## src/rtl/imem_boot_loader.sv

```systemverilog
// imem_boot_loader
//   Serial boot loader feeding the instruction memory write port. Frames look
//   like: 0xA5, N, 4*N payload bytes (big-endian words), checksum byte, where
//   the checksum is the 8-bit sum of the payload bytes. The MIPS core is held
//   in reset until a frame loads with a matching checksum.
//
// Parameters
//   ADDR_W       imem word-address width (depth = 2**ADDR_W, max 256)
//   TIMEOUT_CYC  idle cycles between bytes before abort (timeout build only)
//
// Build option
//   IMEM_LOADER_TIMEOUT_EN  when defined, an idle-cycle timer aborts a frame
//                           stalled in COUNT/DATA/CHECK.
//
// Ports
//   clk_i        clock, rising edge
//   reset_i      synchronous active-low reset
//   rx_valid_i   byte available on rx_data_i
//   rx_data_i    received byte
//   rx_ready_o   byte accepted when rx_valid_i & rx_ready_o
//   imem_we_o    one-cycle write strobe per assembled word
//   imem_wa_o    imem word address
//   imem_wd_o    imem write data
//   cpu_rst_n_o  0 = core held in reset, 1 = core released
//   done_o       image loaded with good checksum (level)
//   err_o        frame aborted (level)
//
// state    | meaning
// ---------+------------------------------------------------------------
// ST_IDLE  | after reset, waiting for the 0xA5 sync byte
// ST_COUNT | sync seen, next byte is the word count N
// ST_DATA  | receiving payload bytes, writing one word per 4 bytes
// ST_CHECK | all words written, next byte is the checksum
// ST_DONE  | image good, core released; 0xA5 starts a reload
// ST_ERROR | frame aborted, core held; 0xA5 starts a new frame

module imem_boot_loader #(
    parameter int ADDR_W      = 6,
    parameter int TIMEOUT_CYC = 1024
) (
    input  logic              clk_i,
    input  logic              reset_i,
    input  logic              rx_valid_i,
    input  logic [7:0]        rx_data_i,
    output logic              rx_ready_o,
    output logic              imem_we_o,
    output logic [ADDR_W-1:0] imem_wa_o,
    output logic [31:0]       imem_wd_o,
    output logic              cpu_rst_n_o,
    output logic              done_o,
    output logic              err_o
);

    localparam logic [7:0] SYNC_BYTE = 8'hA5;
    localparam logic [8:0] DEPTH     = 9'(1 << ADDR_W);

    typedef enum logic [2:0] {
        ST_IDLE,
        ST_COUNT,
        ST_DATA,
        ST_CHECK,
        ST_DONE,
        ST_ERROR
    } state_t;

    state_t              state_q, state_d;
    logic [ADDR_W-1:0]   last_q, last_d;
    logic [ADDR_W-1:0]   addr_q, addr_d;
    logic [1:0]          byte_q, byte_d;
    logic [31:0]         asm_q, asm_d;
    logic [7:0]          sum_q, sum_d;
    logic                we_q, we_d;
    logic [ADDR_W-1:0]   wa_q, wa_d;
    logic [31:0]         wd_q, wd_d;
    logic                done_q;
    logic                err_q;
    logic                xfer;
    logic                tmo_hit;

    // Ready only depends on reset so the sender never sees a stall.
    assign rx_ready_o = reset_i;
    assign xfer       = rx_valid_i & rx_ready_o;

`ifdef IMEM_LOADER_TIMEOUT_EN
    localparam int TMO_W = $clog2(TIMEOUT_CYC + 1);
    localparam logic [TMO_W-1:0] TMO_LOAD = TMO_W'(TIMEOUT_CYC - 1);

    logic [TMO_W-1:0] tmo_q, tmo_d;
    logic             tmo_active;

    // Down-counter reloaded on every accepted byte; an idle cycle seen while
    // already at zero is the TIMEOUT_CYC-th idle cycle in a row.
    always_comb begin
        tmo_active = (state_q == ST_COUNT) || (state_q == ST_DATA) ||
                     (state_q == ST_CHECK);
        tmo_d      = TMO_LOAD;
        tmo_hit    = 1'b0;
        if (tmo_active && !xfer) begin
            if (tmo_q == '0) begin
                tmo_hit = 1'b1;
            end else begin
                tmo_d = tmo_q - 1'b1;
            end
        end
    end

    always_ff @(posedge clk_i) begin
        if (!reset_i) begin
            tmo_q <= TMO_LOAD;
        end else begin
            tmo_q <= tmo_d;
        end
    end
`else
    assign tmo_hit = 1'b0;
`endif

    always_comb begin
        state_d = state_q;
        last_d  = last_q;
        addr_d  = addr_q;
        byte_d  = byte_q;
        asm_d   = asm_q;
        sum_d   = sum_q;
        we_d    = 1'b0;
        wa_d    = wa_q;
        wd_d    = wd_q;

        case (state_q)
            ST_IDLE, ST_DONE, ST_ERROR: begin
                if (xfer && rx_data_i == SYNC_BYTE) begin
                    state_d = ST_COUNT;
                end
            end
            ST_COUNT: begin
                if (xfer) begin
                    if (rx_data_i == 8'd0 || {1'b0, rx_data_i} > DEPTH) begin
                        state_d = ST_ERROR;
                    end else begin
                        // Keep N-1 so the last-word test needs no extra bit.
                        last_d  = ADDR_W'(rx_data_i - 8'd1);
                        addr_d  = '0;
                        byte_d  = '0;
                        sum_d   = '0;
                        state_d = ST_DATA;
                    end
                end
            end
            ST_DATA: begin
                if (xfer) begin
                    asm_d  = {asm_q[23:0], rx_data_i};
                    sum_d  = sum_q + rx_data_i;
                    byte_d = byte_q + 2'd1;
                    if (byte_q == 2'd3) begin
                        we_d = 1'b1;
                        wa_d = addr_q;
                        wd_d = {asm_q[23:0], rx_data_i};
                        if (addr_q == last_q) begin
                            state_d = ST_CHECK;
                        end else begin
                            addr_d = addr_q + 1'b1;
                        end
                    end
                end
            end
            ST_CHECK: begin
                if (xfer) begin
                    state_d = (rx_data_i == sum_q) ? ST_DONE : ST_ERROR;
                end
            end
            default: state_d = ST_IDLE;
        endcase

        if (tmo_hit) begin
            state_d = ST_ERROR;
        end
    end

    always_ff @(posedge clk_i) begin
        if (!reset_i) begin
            state_q <= ST_IDLE;
            last_q  <= '0;
            addr_q  <= '0;
            byte_q  <= '0;
            asm_q   <= '0;
            sum_q   <= '0;
            we_q    <= 1'b0;
            wa_q    <= '0;
            wd_q    <= '0;
            done_q  <= 1'b0;
            err_q   <= 1'b0;
        end else begin
            state_q <= state_d;
            last_q  <= last_d;
            addr_q  <= addr_d;
            byte_q  <= byte_d;
            asm_q   <= asm_d;
            sum_q   <= sum_d;
            we_q    <= we_d;
            wa_q    <= wa_d;
            wd_q    <= wd_d;
            // Status flags follow the state being entered, so they change
            // on the cycle after the deciding byte.
            done_q  <= (state_d == ST_DONE);
            err_q   <= (state_d == ST_ERROR);
        end
    end

    assign imem_we_o   = we_q;
    assign imem_wa_o   = wa_q;
    assign imem_wd_o   = wd_q;
    // The core runs exactly when a good image is held.
    assign cpu_rst_n_o = done_q;
    assign done_o      = done_q;
    assign err_o       = err_q;

endmodule

```

## config.mk

```make
export PLATFORM = sky130hd
export DESIGN_NAME = imem_boot_loader
export DESIGN_NICKNAME = d
export VERILOG_FILES = /design/src/rtl/imem_boot_loader.sv
export SDC_FILE = /design/constraint.sdc
export NUM_CORES = 1
export LEC_CHECK = 0
export ABC_AREA = 1
export CAP_MARGIN = 20
export CORE_UTILIZATION = 40
export DETAILED_ROUTE_END_ITERATION = 10
export RECOVER_POWER = 100
export SYNTH_ARGS = -nofsm -noshare
export SYNTH_HDL_FRONTEND = slang
export SYNTH_SLANG_ARGS = --single-unit
```

## constraint.sdc

```tcl
create_clock -name clk_i -period 1.9 [get_ports clk_i]
set_input_delay 0.38 -clock clk_i [delete_from_list [all_inputs] [get_ports clk_i]]
set_output_delay 0.38 -clock clk_i [all_outputs]
set_load 0.05 [all_outputs]
```

Word-level counts from Yosys, hierarchy flattened --
Cells that the tools add are included.
Storage, ports and cells: register bits 90, latch bits 0, memory bits (writable) 0, memory bits (read-only) 0, input bits 11, output and inout bits 43, word-level logic and storage cells 70, memories 0
Cells by class: add/sub/neg operators 4, $mul 0, div/mod/pow operators 0, order comparisons 1, equal/unequal tests 16, shift operators 0, multiplexer cells 24, bitwise operators 2, reduce and logical (&&, ||, !) cells 12
Operators with widths (number):
- $mux 6 | 5
- $mux 8 | 3
- $mux 3 | 7
- $pmux 8 s2 | 1
- $eq 3x3->1 const B | 4
- $pmux 3 s4 | 1
- $pmux 6 s2 | 1
- $ne 2x2->1 const B | 5
- $reduce_and 3->1 | 3
- $add 8x8->8 | 1
- $eq 8x8->1 | 1
- $eq 8x8->1 const B | 1
- $gt 8x7->1 const B | 1
- $logic_not 8->1 | 1
- $add 6x1->6 const B | 1
- $eq 3x2->1 const B | 2
- $eq 6x6->1 | 1
- $mux 2 | 3
- $reduce_and 6->1 | 1
- $sub 6x1->6 const B | 1
- $pmux 2 s2 | 1
- $reduce_and 4->1 | 1
- $eq 3x1->1 const B | 1
- $logic_not 3->1 | 1
- other kinds (10) | 11

Longest topological paths before layout --
Gate-level depths: netlist of run 1.
depth in word-level cells 6, mapped depth 12, mapped depth without buffers 11

Least setup slack after synthesis of run 1 --
OpenSTA, ideal clock, no wires.
kind in2reg, start point in rx_data_i[0], end point reg sum_q[4], library setup time 0.132 ns, arrival 1.599 ns, required time 1.768 ns, setup slack 0.168 ns, cell stages on the path 7, buffers on the path 0, path through ha_1 fa_1 a21oi_1 o21ai_0 or2_2 nand3_1 a21oi_1
On the way: word-level cells in the longest chain between the ends 4, elaborated cells on any way between the ends 8, classes of those cells add/sub: 1; order compare: 1; eq/ne: 1; mux: 2; reduce/logical: 3
RTL lines:
- from (decl) | line 44 | input logic [7:0] rx_data_i,
- $gt 8x7->1 or $logic_not 8->1 (tied branches) | line 137 | if (rx_data_i == 8'd0 || {1'b0, rx_data_i} > DEPTH) begin
- $logic_or 1x1->1 | line 137
- $ne 2x2->1 (no line)
- $reduce_and 4->1 (no line)
- to (signal assigned) | line 198 | sum_q <= sum_d;
- to (decl) | line 71 | logic [7:0] sum_q, sum_d;
Several ways; a longest one is shown, not always the timed one. The select of a mux whose other input is x is not followed. A chain may end at the register's enable or synchronous reset.

Final worst setup path of run 1 --
Ends and elaborated chain as after synthesis.

==> results of run 1 <==
timing repair:
item | 4_1_cts | 5_1_grt
hold buffers | 0 | 0
resized for setup | 25 | 11
setup endpoints to repair | 25 | 25
endpoints found under the hold margin | 0 | 0
registers in the layout, summed over array words and instances, names as in the netlist:
name / count
addr_q: 6
asm_q: 24
byte_q: 2
cpu_rst_n_o: 1
err_o: 1
imem_wa_o: 6
imem_wd_o: 32
imem_we_o: 1
last_q: 6
state_q: 3
sum_q: 8
layer usage:
metal | part of all wire, % | wire (um) | vias to the layer above
li1 | - | - | 1872
met1 | 51 | 4690 | 1608
met2 | 45 | 4150 | 52
met3 | 3.0 | 279 | 6
met4 | 0.90 | 83 | 0
met5 | 0 | 0 | -
final timing paths:
kind	start	endpoint
max reg2reg	state_q[2]	asm_q[21]
min	imem_wd_o[10]	imem_wd_o[10]
max	rx_data_i[0]	sum_q[4]
min reg2reg	imem_wd_o[10]	imem_wd_o[10]
synth_stat cells:
cell	n	area share [%]
nand3_1	48	6.0
buf_2	8	1.0
dfxtp_1	90	45
nand3_4	1	0.44
xor2_1	7	1.5
nor2_2	4	0.62
buf_4	9	1.7
inv_2	12	1.1
o21bai_1	1	0.19
a21boi_0	1	0.19
fa_1	1	0.50
nor2_1	38	3.6
nand2_1	118	11
nor2_4	1	0.28
clkbuf_1	9	0.84
ha_1	12	3.7
inv_1	36	3.4
nor3_1	4	0.50
buf_1	2	0.19
nand3_2	1	0.25
a21oi_1	45	5.6
a211oi_2	8	2.5
a21oi_4	1	0.41
nand2_4	3	0.84
nand4_1	6	0.94
nand2_2	5	0.78
xnor2_1	2	0.44
o21ai_0	47	5.9
o21ai_1	3	0.37
or2_2	2	0.31
cell type report:
class,instances,share of cell area [%]
Timing Repair Buffer,99,15.6
Tap cell,133,3.36
Sequential cell,90,36.3
Clock buffer,9,2.50
Clock inverter,7,1.19
Inverter,48,3.63
Multi-Input combinational cell,359,37.4
worst register-to-register path, delay by kind of cell (launching register included):
family          cells  cell delay [ns]
compound gates      2             0.25
buf+inv             4             0.55
flops               1             0.34
simple gates        2             0.45
where the power goes:
| part | switching, mW | internal (mW) |
|---|---|---|
| logic | 0.151 | 0.106 |
| clock network | 0.744 | 0.501 |
| registers | 0.00338 | 1.89 |
stage by stage:
| step | setup slack (ns) | hold WS [ns] | total power [mW] |
|---|---|---|---|
| final | 0.0477 | 0.464 | 3.40 |
| after global placement | -0.354 | 0.442 | 2.20 |
| after detailed placement | -0.392 | 0.448 | 2.20 |
| after floorplan | 0.168 | 0.428 | 2.08 |
| after CTS | 0.000416 | 0.464 | 3.45 |
| after global routing | 0.00368 | 0.491 | 3.54 |
cells by family (layout without fill, tap and decap cells):
family | count (synthesis) | in the layout | share of synthesized area [%]
adders and majority gates | 13 | 13 | 4.24
AOI/OAI and AO/OA | 106 | 106 | 15.1
and+or+nand+nor | 231 | 231 | 25.5
buffers and inverters | 76 | 163 | 8.20
xor gates and xnor gates | 9 | 9 | 1.97
DFF | 90 | 90 | 44.9
==> key figures, run 1 <==
STA
  – Final min period: approximately 1.9 ns
  – Setup violators final: 0
  – Rel. slew slack: 60.1%
  – Tightest Pin Transition: roughly 0.60 ns
  – Max Clk Rate: 540 MHz
  – RSZ-0062 raised after global routing: false
  – Final hold vios: 0
  – TNS Setup: 0 ns
  – Tcrit/Tclk final: just under 100%
  – Slew Viols, Final: 0
  – Clock skew: 0.00998 ns

Global routing
  – Met2 Usage GRT: 31.1%
  – First-pass GRT wire length: 15400 um
  – GR Util met3: 4.38%
  – Initial antenna violation count: 0
  – Gr ovfl total: 0
  – Busiest layer in global routing: met2
  – Vias in the first global route: 3372
  – Largest net degree at the start of global routing: 52
  – Grt met1 use: 25.3%
  – GRT Total Usage: 19.2%

Run status
  – Status: finished clean

Min path
  – Hold path depth: 2
  – Hold Path Class: register to register

Die
  – Die Ht: just over 100 um
  – I/O Pins: 54
  – Initial core utilization: between 40% and 50%
  – Cell row count: 36
  – Full die area: 10400 um2
  – Core Region: 9730 um2
  – Die Wd: 102 um

Worst setup path
  – CP Depth: 8
  – Sum of buffers and inverters on the critical path: 1
  – Largest delay share family, worst path: adder cells
  – Crit path max fanout: 3
  – Reg2Reg Setup Slack: 0.20 ns
  – Max incr delay on CP: ~0.44 ns
  – CP Launch Type: input port
  – Crit path arrival time: between 2 and 2.5 ns
  – Setup crit end kind: register
  – CP dominant cell by count: a21oi_1
  – Worst EP required: between 2 and 2.5 ns
  – Critical-path cell list: clkdlybuf4s50_1 -> ha_1 -> fa_2 -> a21oi_1 -> o21ai_0 -> or2_2 -> nand3_1 -> a21oi_1
  – Crit path kind: input port to register
  – Slowest stage cell, crit path: clkdlybuf4s50_1
  – Worst r2r path cells: 8

Clock tree
  – Post-CTS Setup Bufs: 0
  – Clock sink count: 90
  – Root buf cell: clkbuf_8
  – Clk_lat worst skew: 0.37 ns
  – CTS tree: done
  – Number of buffers created by CTS: 9
  – Max H-tree Level: 3
  – CTS Buffer Depth: 2
  – CTS clock-pin slew for the worst setup and hold paths: 0.10 ns

Cells and area
  – Commonest non-fill, non-tap cell in the layout: nand2_1
  – Most frequent cells in the layout: nand2_1, dfxtp_1, nand3_1
  – Area occupied by multi-input gates: approximately 1900 um2
  – Area growth from synthesis to layout: 23.6%
  – Layout Utilization: 51.0%
  – Final nets: between 600 and 700
  – Final Cell Area: 4960 um2
  – Reg area: 1800 um2
  – Final Non-Filler Cells: 745
  – Diodes inserted: 0
  – Layout cells sized above 1: between 10% and 20%
  – # fillers: 1033

Logic synthesis
  – Cell variety after synth: 30
  – Average size of a mapped cell: 7.64 um2
  – Sequential-to-total area share from yosys stat: between 40% and 50%
  – Cell count after synthesis: 525
  – Mapped Area: 4010 um2
  – FF+latch count, synth: 90
  – Synth Net Count: about 550
  – Synth warn: 0

Place
  – Placed Area: 4930 um2
  – Gpl congestion: 0.884
  – Placed Cells incl. Taps: 729
  – DP HPWL: ~6700 um
  – Count of input and output buffers: 53

Detailed routing
  – Routed WL per cell: 12.3 um
  – Final WL: 9200 um
  – DRC Markers: 0
  – Antenna Nets Post-Route: 0
  – Vias: 3538
  – Via density per instance: between 4 and 5
  – First-pass DRT Iterations: 6
  – First DRT Iteration DRCs: 155

Flow run
  – Max cap viols: 0

Pwr
  – LEAKAGE: 2.14 nW
  – Pwr Density: between 600 and 700 nW/um2
  – Maximum vdd drop: 0.332 mV
Power figures use the tool's default switching activity.
==> run 2, diff against run 1 <==
--- a/config.mk
+++ b/config.mk
@@ -13,3 +13,4 @@
 export SYNTH_ARGS = -nofsm -noshare
 export SYNTH_HDL_FRONTEND = slang
 export SYNTH_SLANG_ARGS = --single-unit
+export TNS_END_PERCENT = 5
==> run 2 against run 1 <==
Combinational power about the same. Critical endpoint unchanged. Sequential power hardly changed. Largest cell class unchanged. Worst setup slack got worse by 0.0011 ns. Global-route usage did not move.
==> key figures, run 2 (synthesis results as in run 1) <==
STA
  – TNS Setup: 0 ns
  – RSZ-0062 raised after global routing: false
  – Final hold vios: 0
  – Clock skew: about 0.01 ns
  – Setup violators final: 0
  – Tcrit/Tclk final: between 90% and 100%
  – Min Hold Slack: between 0.4 and 0.5 ns
  – Final min period: 1.85 ns
  – Slew Viols, Final: 0
  – Max Clk Rate: 540 MHz
  – Rel. slew slack: 60.1%
  – Tightest Pin Transition: 0.601 ns

Die
  – Die Ht: 102 um
  – Cell row count: 36
  – I/O Pins: 54
  – Initial core utilization: 41.2%
  – Die Wd: 102 um
  – Full die area: 10400 um2
  – Core Region: 9730 um2

Detailed routing
  – Vias: around 3600
  – First-pass DRT Iterations: 7
  – First DRT Iteration DRCs: 168
  – Via density per instance: roughly 4.8
  – Final WL: 9190 um
  – DRC Markers: 0
  – Routed WL per cell: ~12 um
  – Antenna Nets Post-Route: 0

Cells and area
  – Number of flip-flops in the largest register: 32
  – Final nets: 631
  – Commonest non-fill, non-tap cell in the layout: nand2_1
  – Area growth from synthesis to layout: 23.5%
  – Diodes inserted: 0
  – Layout Utilization: 50.9%
  – Most frequent cells in the layout: nand2_1, dfxtp_1, nand3_1
  – Layout cells sized above 1: 15.7%

Worst setup path
  – CP Launch Type: input port
  – Crit path arrival time: roughly 2.1 ns
  – Crit path kind: input port to register
  – Worst EP required: 2.16 ns
  – Crit path max fanout: 3
  – Setup crit end kind: register

Place
  – Gpl congestion: 0.884
  – Count of input and output buffers: between 50 and 60
  – DP HPWL: 6670 um

Pwr
  – LEAKAGE: around 2.1 nW
  – Tot Pwr: 3.39 mW
  – Pwr Density: 685 nW/um2
  – Maximum vdd drop: 0.330 mV

Clock tree
  – Post-CTS Setup Bufs: 0
  – Clk_lat worst skew: approximately 0.37 ns
  – Hold-fix buffers, CTS: 0
  – CTS clock-pin slew for the worst setup and hold paths: 0.10 ns
  – Number of buffers created by CTS: 9
  – CTS tree: done
  – Max H-tree Level: 3
  – Clock sink count: 90
  – Root buf cell: clkbuf_8
  – CTS Buffer Depth: 2

Global routing
  – Gr ovfl total: 0
  – First-pass GRT wire length: 15400 um
  – Vias in the first global route: 3372
  – GRT Total Usage: 19.2%
  – Largest net degree at the start of global routing: 52
  – Initial antenna violation count: 0

Flow run
  – Max cap viols: 0

Run status
  – Status: finished clean

Min path
  – Hold Path Class: register to register
-- run 2: cell count changes in the layout (fill, tap and decap cells not counted), sizes merged --
cell    previous run  this run
buf               42        43
clkbuf            32        31
-- run 2: metrics by stage --
stage	setup WS, ns	cells	cell area (um2)
CTS	0.000416	745	5090
finish	0.0467	745	4950
detailed placement	-0.392	729	4930
global placement	-0.354	729	4930
global route	0.00182	745	4950
floorplan	0.168	525	4010
-- run 2: area by class of cell --
type,instances,area (um2)
clock buffer,9,124
multi-input combinational,359,1850
inverter,48,180
sequential,90,1800
fill,1031,4770
tap,133,166
timing repair buffer,99,773
clock inverter,7,58.8
-- run 2: repair_timing --
action | in CTS | in global routing
endpoints found under the setup margin | 25 | 25
gates resized for setup | 25 | 10
endpoints found under the hold margin | 0 | 0
pin swaps | 0 | 0
-- run 2: worst max-delay path: stages --
cell and delay [ns]:
clkdlybuf4s50_1 0.44, ha_1 0.25, fa_2 0.37, a21oi_1 0.13, o21ai_0 0.12, or2_2 0.29, nand3_1 0.07, a21oi_1 0.07
-- run 2: report_power, final --
group	internal (mW)	switching, mW	leakage (nW)	total [mW]
clock	0.501	0.742	0.0929	1.24
sequential	1.89	0.00340	0.725	1.89
combinational	0.105	0.150	1.32	0.256
total	2.50	0.895	2.14	3.39
-- run 2: worst paths after layout --
| check | to | cells past startpoint | slack [ns] | from |
|---|---|---|---|---|
| worst min-delay path | imem_wd_o[10] | 2 | 0.46 | imem_wd_o[10] |
| worst min register to register | imem_wd_o[10] | 2 | 0.46 | imem_wd_o[10] |
| worst max register to register | asm_q[21] | 8 | 0.20 | state_q[2] |
| worst max-delay path | sum_q[4] | 8 | 0.05 | rx_data_i[0] |
-- run 2: metal layers --
layer / vias up / track usage [%] / wire (um)
met1: 1616 / 25.3 / 4650
met2: 57 / 31.1 / 4120
met4: 0 / 5.93 / 137
li1: 1871 / - / -
met5: - / 0 / 0
met3: 10 / 4.38 / 280
==> run 3, diff against run 2 <==
--- a/config.mk
+++ b/config.mk
@@ -10,6 +10,7 @@
 export CORE_UTILIZATION = 40
 export DETAILED_ROUTE_END_ITERATION = 10
 export RECOVER_POWER = 100
+export SLEW_MARGIN = 25
 export SYNTH_ARGS = -nofsm -noshare
 export SYNTH_HDL_FRONTEND = slang
 export SYNTH_SLANG_ARGS = --single-unit
==> results of run 3 <==
The final DEF is identical to that of run 2; final timing and power are the same.
